File: src/rtl/evm_pkg.sv
// evm_pkg: shared state encoding, default sizing and switch-pattern helper for the EVM core.
package evm_pkg;
  localparam int MAX_PARTY = 16;
  localparam int DEF_N_PARTY = 3;
  localparam int DEF_CNT_W = 7;
  localparam int DEF_HOLD_CYC = 4;
  typedef enum logic [2:0] {IDLE, ARMED, HOLD, RELEASE, CLOSED} evm_state_t;
  function automatic logic is_onehot(input logic [MAX_PARTY-1:0] v);
    return (v != '0) && ((v & (v - MAX_PARTY'(1))) == '0);
  endfunction
endpackage

File: src/rtl/evm_sat_counter.sv
// evm_sat_counter: per-party tally that holds at full scale and flags a vote cast against it.
module evm_sat_counter #(
  parameter int CNT_W = 7
) (
  input  logic             clk,
  input  logic             rst,
  input  logic             inc,
  output logic [CNT_W-1:0] cnt,
  output logic             sat_hit
);
  assign sat_hit = inc && (cnt == '1);
  always_ff @(posedge clk or posedge rst)
    if (rst) cnt <= '0;
    else if (inc && !sat_hit) cnt <= cnt + CNT_W'(1);
endmodule

File: src/rtl/evm_ballot_ctrl.sv
// evm_ballot_ctrl: armed one-vote-per-ballot EVM core with poll-close lock,
// saturating tallies, running total, sticky overflow and a timed accept indicator.
module evm_ballot_ctrl
  import evm_pkg::*;
#(
  parameter int N_PARTY = DEF_N_PARTY,
  parameter int CNT_W = DEF_CNT_W,
  parameter int HOLD_CYC = DEF_HOLD_CYC,
  localparam int TOT_W = CNT_W + $clog2(N_PARTY)
) (
  input  logic                     clk,
  input  logic                     rst,
  input  logic                     voting_en,
  input  logic                     ballot_arm,
  input  logic                     close_poll,
  input  logic [N_PARTY-1:0]       voter_switch,
  output logic [N_PARTY*CNT_W-1:0] party_cnt,
  output logic [TOT_W-1:0]         total_cnt,
  output logic [N_PARTY-1:0]       vote_indicator,
  output logic                     invalid,
  output logic                     ready,
  output logic                     poll_closed,
  output logic                     overflow
);
  localparam int HW = $clog2(HOLD_CYC + 1);
  evm_state_t state;
  logic [N_PARTY-1:0] sw_q, sat_hit;
  logic [HW-1:0] hold_cnt;
  logic sw_one, sw_bad, count;
  assign sw_one = is_onehot(MAX_PARTY'(sw_q));
  assign sw_bad = (sw_q != '0) && !sw_one;
  // close_poll and a dropped enable both veto a vote on its count edge
  assign count = (state == ARMED) && voting_en && !close_poll && sw_one;
  for (genvar i = 0; i < N_PARTY; i++) begin : g_cnt
    evm_sat_counter #(.CNT_W(CNT_W)) u_cnt (
      .clk(clk),
      .rst(rst),
      .inc(count && sw_q[i]),
      .cnt(party_cnt[i*CNT_W +: CNT_W]),
      .sat_hit(sat_hit[i])
    );
  end
  always_ff @(posedge clk or posedge rst) begin
    if (rst) begin
      state <= IDLE;
      sw_q <= '0;
      hold_cnt <= '0;
      total_cnt <= '0;
      vote_indicator <= '0;
      invalid <= 1'b0;
      ready <= 1'b0;
      poll_closed <= 1'b0;
      overflow <= 1'b0;
    end else begin
      sw_q <= voter_switch;
      overflow <= overflow | (|sat_hit);
      if (count) total_cnt <= total_cnt + TOT_W'(1);
      if (close_poll) begin
        state <= CLOSED;
        poll_closed <= 1'b1;
        ready <= 1'b0;
        invalid <= 1'b0;
        vote_indicator <= '0;
      end else begin
        case (state)
          IDLE: if (ballot_arm && voting_en) begin
            state <= ARMED;
            ready <= 1'b1;
          end
          ARMED: if (!voting_en) begin
            state <= IDLE;
            ready <= 1'b0;
            invalid <= 1'b0;
          end else if (sw_one) begin
            state <= HOLD;
            ready <= 1'b0;
            invalid <= 1'b0;
            vote_indicator <= sw_q;
            hold_cnt <= '0;
          end else invalid <= sw_bad;
          HOLD: if (hold_cnt == HW'(HOLD_CYC - 1)) begin
            state <= RELEASE;
            vote_indicator <= '0;
          end else hold_cnt <= hold_cnt + HW'(1);
          // a switch still held from the accepted vote must be let go first
          RELEASE: if (sw_q == '0) state <= IDLE;
          CLOSED: ;
          default: state <= IDLE;
        endcase
      end
    end
  end
endmodule

File: config.mk
export PLATFORM = sky130hd
export DESIGN_NAME = evm_ballot_ctrl
export DESIGN_NICKNAME = d
export VERILOG_FILES = /design/src/rtl/evm_pkg.sv /design/src/rtl/evm_sat_counter.sv /design/src/rtl/evm_ballot_ctrl.sv
export SDC_FILE = /design/constraint.sdc
export NUM_CORES = 1
export LEC_CHECK = 0
export ABC_AREA = 1
export BUFFER_PORTS_ARGS = -buffer_cell sky130_fd_sc_hd__buf_2
export CAP_MARGIN = 10
export CORE_MARGIN = 10
export CORE_UTILIZATION = 50
export CTS_CLUSTER_SIZE = 20
export DETAILED_ROUTE_END_ITERATION = 8
export PLACE_DENSITY_LB_ADDON = 0.12
export SYNTH_ARGS = -nofsm -noshare
export SYNTH_HDL_FRONTEND = slang
export SYNTH_SLANG_ARGS = --single-unit
File: constraint.sdc
create_clock -name clk -period 1.92 [get_ports clk]
set_clock_uncertainty 0.15 [all_clocks]
set_input_delay 0.288 -clock clk [delete_from_list [all_inputs] [get_ports clk]]
set_output_delay 0.288 -clock clk [all_outputs]
set_load 0.01 [all_outputs]
# [Word level (Yosys, flattened, before mapping)]
# Cells that the tools add are included.
[op_classes] reduce_logical=33 n_eq_ne=18 n_mux=25 bitwise=3 add_sub_neg=6
[op_table] op="$mux 3" n=13
[op_table] op="$add 7x1->7 const B" n=3
[op_table] op="$eq 7x7->1 const B" n=3
[op_table] op="$and 3x16->16" n=1
[op_table] op="$logic_not 16->1" n=1
[op_table] op="$logic_and 1x1->1" n=15
[op_table] op="$ne 3x3->1 const B" n=5
[op_table] op="$pmux 3 s5" n=1
[op_table] op="$pmux 3 s2" n=2
[op_table] op="$reduce_and 5->1" n=2
[op_table] op="$add 9x1->9 const B" n=1
[op_table] op="$eq 3x2->1 const B" n=3
[op_table] op="$reduce_bool 3->1" n=3
[op_table] op="$mux 1" n=8
[op_table] op="$ne 2x2->1 const B" n=4
[op_table] op="$logic_not 3->1" n=2
[op_table] op="$logic_not 1->1" n=5
[op_table] op="$ne 4x4->1 const B" n=1
[op_table] op="$reduce_and 4->1" n=1
[op_table] op="$reduce_bool 2->1" n=2
[op_table] op="$sub 3x1->4 const B" n=1
[op_table] op="$add 3x1->3 const B" n=1
[op_table] op="$eq 3x1->1 const B" n=1
[op_table] op="$eq 3x3->1 const B" n=1
[op_table] op="other kinds (5)" n=5
[word_totals] inputBits=8 elab_cells=97 reg_bits=46

# [Logic depth before layout (Yosys ltp)]
[logic_depth] ltp_word=10 mapped_depth=10

# [By module]
# A second synthesis with hierarchy kept.
[unflattened] hier_cells=309 hier_area_um2=2516.2
[modules_own_cells] mod="evm_ballot_ctrl" seq_area_each_um2=625.6 area_per_inst_um2=1270.0 n_inst=1 cells_each=156
[modules_own_cells] mod="evm_sat_counter" seq_area_each_um2=175.2 area_per_inst_um2=415.4 n_inst=3 cells_each=51

# [Least setup slack after synthesis]
# Ideal clock, no wire load.
[synth_path] path_kind="reg-to-reg" startpoint="register hold_cnt[0]" endpoint="register state[0]" t_arrival_ns=1.265 path_stages_with_launch=9 slack_ns=0.378 path_buffers=0 cell_sequence="dfrtp_1 -> ha_1 -> ha_1 -> nor2_1 -> nand2_1 -> nand3_1 -> nor2_1 -> nand2_1 -> o21ai_0"
[synth_between] elab_chain_len=3
[synth_rtl] element="from (decl)" line="evm_ballot_ctrl.sv:28" text="logic [HW-1:0] hold_cnt;"
[synth_rtl] element="from (signal assigned)" line="evm_ballot_ctrl.sv:84" text="end else hold_cnt <= hold_cnt + HW'(1);"
[synth_rtl] element="$eq 3x2->1" line="evm_ballot_ctrl.sv:81" text="HOLD: if (hold_cnt == HW'(HOLD_CYC - 1)) begin"
[synth_rtl] element="$ne 3x3->1 (no source line)"
[synth_rtl] element="$reduce_and 5->1 (no source line)"
[synth_rtl] element="to (signal assigned)" line="evm_ballot_ctrl.sv:82" text="state <= RELEASE;"
[synth_rtl] element="to (signal assigned)" line="evm_ballot_ctrl.sv:86" text="RELEASE: if (sw_q == '0) state <= IDLE;"
[synth_rtl] element="to (signal assigned)" line="evm_ballot_ctrl.sv:88" text="default: state <= IDLE;"
[synth_rtl] element="to (decl)" line="evm_ballot_ctrl.sv:26" text="evm_state_t state;"
# Every way passes these cells.
# A chain may end at the register's enable or synchronous reset.

# [Worst setup path in the final report]
[layout_path] startpoint="register sw_q[0]" endpoint="register g_cnt[2].u_cnt.cnt[5]"
[layout_between] elab_chain_len=9 elab_cells_between_ends=10 classes_between="add/sub (1); bitwise (1); reduce/logical (8)"
[layout_rtl] element="from (decl)" line="evm_ballot_ctrl.sv:27" text="logic [N_PARTY-1:0] sw_q, sat_hit;"
[layout_rtl] element="from (signal assigned)" line="evm_ballot_ctrl.sv:55" text="sw_q <= voter_switch;"
[layout_rtl] element="$sub 3x1->4" line="evm_pkg.sv:9" text="return (v != '0) && ((v & (v - MAX_PARTY'(1))) == '0);"
[layout_rtl] element="$and 3x16->16" line="evm_pkg.sv:9"
[layout_rtl] element="$logic_not 16->1" line="evm_pkg.sv:9"
[layout_rtl] element="$logic_and 1x1->1 (*)" line="evm_pkg.sv:9"
[layout_rtl] element="$logic_and 1x1->1 (*)" line="evm_ballot_ctrl.sv:33" text="assign count = (state == ARMED) && voting_en && !close_poll && sw_one;"
[layout_rtl] element="$logic_and 1x1->1 (*)" line="evm_ballot_ctrl.sv:38" text=".inc(count && sw_q[i]),"
[layout_rtl] element="$logic_and 1x1->1" line="evm_sat_counter.sv:11" text="assign sat_hit = inc && (cnt == '1);"
[layout_rtl] element="$logic_not 1->1" line="evm_sat_counter.sv:14" text="else if (inc && !sat_hit) cnt <= cnt + CNT_W'(1);"
[layout_rtl] element="$logic_and 1x1->1 (*)" line="evm_sat_counter.sv:14"
[layout_rtl] element="to (signal assigned)" line="evm_sat_counter.sv:14"
[layout_rtl] element="to (decl)" line="evm_sat_counter.sv:8" text="output logic [CNT_W-1:0] cnt,"
# Every way passes the cells marked *; elsewhere a longest branch is shown, timed or not.

==> impl_summary.log <==
[metrics] run status: completed
[metrics] number of cells on the worst reg-to-reg path: 10
[metrics] asr flop ratio synth: 100%
[metrics] slowest cell delay on critical path: 0.43 ns
[metrics] post-route antenna net violation count: 0
[metrics] fraction of met3 tracks used by global routing: 4.57%
[metrics] number of placed I/O pins: 45
[metrics] multiplexer share of the synthesized area: 0%
[metrics] normalized max-slew margin: 60.7%
[metrics] Setup Buffers After CTS: 0
[metrics] count of filler cells inserted in the layout: 460
[metrics] starting density of the core: 52.2%
[metrics] clock buffer depth: 2
[metrics] first-pass GRT wire length: 8910 microns
[metrics] total of warnings raised by yosys: 0
[metrics] Reg clk slew, reported paths: 0.09 ns
[metrics] antenna violations before repair: 0
[metrics] Crit Path Category: flip-flop to flip-flop
[metrics] most area-hungry cell type in the Yosys netlist: dfrtp_1
[metrics] count of buffers from port buffering: 44
[metrics] routing usage on met2: 20.9%
[metrics] area after detailed placement: 2790 sq um
[metrics] worst IR drop on VDD: 0.000466 V
[metrics] share of synthesized cell area in and, or, nand and nor gates: 34.0%
[metrics] WL/cell: 12.4 microns
[metrics] proportion of synthesized chip area in sequential cells: 46.3%
[metrics] number of hold violations in the final report: 0
[metrics] Area Overhead vs Synth: 19.7%
[metrics] total of cells resized after clock tree synthesis: 0
[metrics] dominant combinational cell family by area after synthesis: simple AND/OR/NAND/NOR gates
[metrics] most frequent CP cell: nand2_1
[metrics] cells after synthesis: 292
[metrics] Final nets: 362
[metrics] met1 demand-to-capacity share in global routing: 15.6%
[metrics] floorplan die width: 90.5 microns
[metrics] aggregate global routing overflow: 0
[metrics] count of vias placed by the detailed router: 2,029
[metrics] dominant register cell in the synthesized netlist: dfrtp_1
[metrics] MaxCap Viol Count: 0
[metrics] power density of the placed cells: 806 nW/um^2
[metrics] 1st-pass router iterations: 4
[metrics] highest achievable clock rate: 571 MHz
[metrics] Final GP Congestion: 0.873
[metrics] worst-skew pair later-pin latency: 0.30 ns
[metrics] Static Leak: 1.60 nW
[metrics] critical-path cell list: inv_2 > nand2_1 > nand2_2 > nand2_2 > nor2_4 > nand2_4 > clkinv_4 > nand2_4 > nand2_1 > nand2_1
[metrics] Critical Path Sink Type: flip-flop
[metrics] clock root buffer: clkbuf_8
[metrics] vertical extent of the die: 90.5 microns
[metrics] Multi-input gate area: 1180 sq um
[metrics] number of clock buffers inserted by TritonCTS: 5
[metrics] nets in the synthesized netlist: 306
[metrics] vias in the first global route: 1,984
[metrics] area fraction of the dominant cell type after synthesis: 46.3%
[metrics] largest net degree at the start of global routing: 47
[metrics] critical path startpoint: sw_q[0]
[metrics] post-synthesis register bit count: 46
[metrics] shortest period the worst path allows: 1.75 ns
[metrics] number of sinks on the clock net: 46
[metrics] fraction of synthesized cell area in xor and xnor cells: 7.36%
[metrics] Core Box Area: 4750 sq um
[metrics] largest fanout of any net on the critical path: 11
[metrics] Worst R2R Start: sw_q[0]
[metrics] combined global-route utilization of all metal layers: 12.9%
[metrics] global-route layer with the greatest usage: met2
[metrics] FF-to-FF End: g_cnt[2].u_cnt.cnt[5]
[metrics] die footprint: 8190 sq um
[metrics] adder-cell share of the synthesized area: 3.02%
[metrics] via density per instance: 4.88
[metrics] drt total wl: 5150 microns
[metrics] period utilisation layout: 91.2%
[metrics] Finish-stage setup viols: 0
[metrics] reg-to-reg setup timing slack: 0.17 ns
[metrics] Post-Syn Area per Cell: 8.51 sq um
[metrics] worst hold path class: primary input to flip-flop
[metrics] maximum level of the CTS H-tree: 2
[metrics] Remaining DRCs: 0
[metrics] complex-gate fraction of the synthesized area: 3.27%
[metrics] setup total negative slack: 0 ns
[metrics] cell row count: 25
[metrics] initial drt markers: 86
[metrics] final HPWL from detailed placement: 3870 microns
[metrics] Mapped Area: 2480 sq um
[metrics] worst setup path endpoint: g_cnt[2].u_cnt.cnt[5]
[metrics] Antenna Diode Count: 0
[metrics] share of final-layout standard cells stronger than drive strength 1: 22.9%
[metrics] number of library cell types mapped by synthesis: 27
[metrics] setup repair after global routing missed its margin: no
[metrics] number of synthesized flops with an enable pin: 0
[metrics] Sequential Area: 1150 sq um
[metrics] arrival time at the worst endpoint: 1.80 ns
[metrics] CP max stage cell: dfrtp_1
[metrics] cell types with the largest area share after synthesis: dfrtp_1 (46%), nand2_1 (14%), nand3_1 (8.3%), xor2_1 (4.9%), inv_1 (4.1%)
[metrics] area of all placed cells without fillers: 2970 sq um
[metrics] clock tree from TritonCTS: yes
[metrics] critical path startpoint category: flip-flop
[metrics] required time worst endpoint: 1.97 ns
[metrics] slew of the pin with the lowest slew margin: 0.590 ns
[metrics] final slew viol count: 0
-- worst min path at each step --
| stage | start | to | slack, ns | cells past startpoint |
|---|---|---|---|---|
| floorplan | voter_switch[0] | sw_q[0] | 0.17 | 0 |
| global placement | voter_switch[2] | sw_q[2] | 0.25 | 1 |
| detailed placement | voter_switch[2] | sw_q[2] | 0.25 | 1 |
| CTS | close_poll | poll_closed | 0.13 | 2 |
| global route | close_poll | poll_closed | 0.14 | 2 |
| finish | close_poll | poll_closed | 0.14 | 2 |
-- stage by stage --
stage               total power (W)  utilization, %  hold WS (ns)  std cells  setup WS (ns)
CTS                         0.00243            62.6         0.131        416          0.168
global placement            0.00153            58.7         0.247        404          0.253
finish                      0.00240            62.6         0.141        416          0.170
global route                0.00255            62.6         0.139        416        0.00128
detailed placement          0.00154            58.7         0.247        404          0.190
floorplan                   0.00140               -         0.169        292          0.378
-- cell usage after synthesis, types with 2 or more instances --
library cell and instances:
a21oi_1 3, clkinv_4 2, dfrtp_1 46, ha_1 6
inv_1 27, inv_2 3, nand2_1 90, nand2_2 3
nand2_4 4, nand3_1 41, nand3_4 3, nand4_1 3
nor2_1 16, nor2_4 2, nor2_8 2, nor3_1 6
o21ai_0 8, xnor2_1 5, xor2_1 14
-- sequential cells by signal, indices dropped and copies added, names as in the netlist --
name,count
hold_cnt,3
state,3
g_cnt.u_cnt.cnt,21
overflow,1
ready,1
invalid,1
total_cnt,9
poll_closed,1
vote_indicator,3
sw_q,3
-- cell families (layout without fill, tap and decap cells) --
family | Yosys count | count (layout)
simple gates | 172 | 172
flops | 46 | 46
buf+inv | 34 | 91
xor+xnor | 20 | 20
compound gates | 14 | 14
fa+ha+maj | 6 | 6
-- where the power goes --
part / switching [W] / total (W) / internal [W]
clock network: 0.000324 / 0.000879 / 0.000555
logic: 0.000220 / 0.000364 / 0.000144
registers: 0.0000946 / 0.00115 / 0.00106
-- layer usage --
metal	up-vias	wire length [microns]
met5	-	0
met4	0	44
met3	6	288
met2	45	2370
met1	936	2450
li1	1042	-
-- timing repair --
item,in CTS,in global routing
endpoints found under the setup margin,0,0
endpoints found under the hold margin,38,0
hold buffers,4,0
-- cell type report --
class                      instances  area share (%)
multi-input combinational        212            39.8
timing repair buffer              50            9.26
clock buffer                       6            2.78
tap                               67            2.82
inverter                          33            4.67
sequential                        46            38.7
clock inverter                     2            2.02
-- worst max-delay path: cells and delay by family, from the launching register on --
family,cells,cell delay [ns]
simple gates,8,0.82
flops,1,0.43
buf+inv,2,0.24
-- cell usage in the layout, fill, tap and decap left out, types with 3 or more instances in the layout --
cell type	n
ha_1	6
clkbuf_8	6
xor2_1	14
o21ai_0	8
nand3_1	41
dfrtp_1	46
inv_1	26
nand2_1	90
a21oi_1	3
buf_2	44
xnor2_1	5
nor2_1	16
nor3_1	6
inv_2	4
dlygate4sd3_1	4
nand2_4	4
nand4_1	3
nand3_4	3
nand2_2	3
Note: power is estimated with default switching activity, not from simulation.
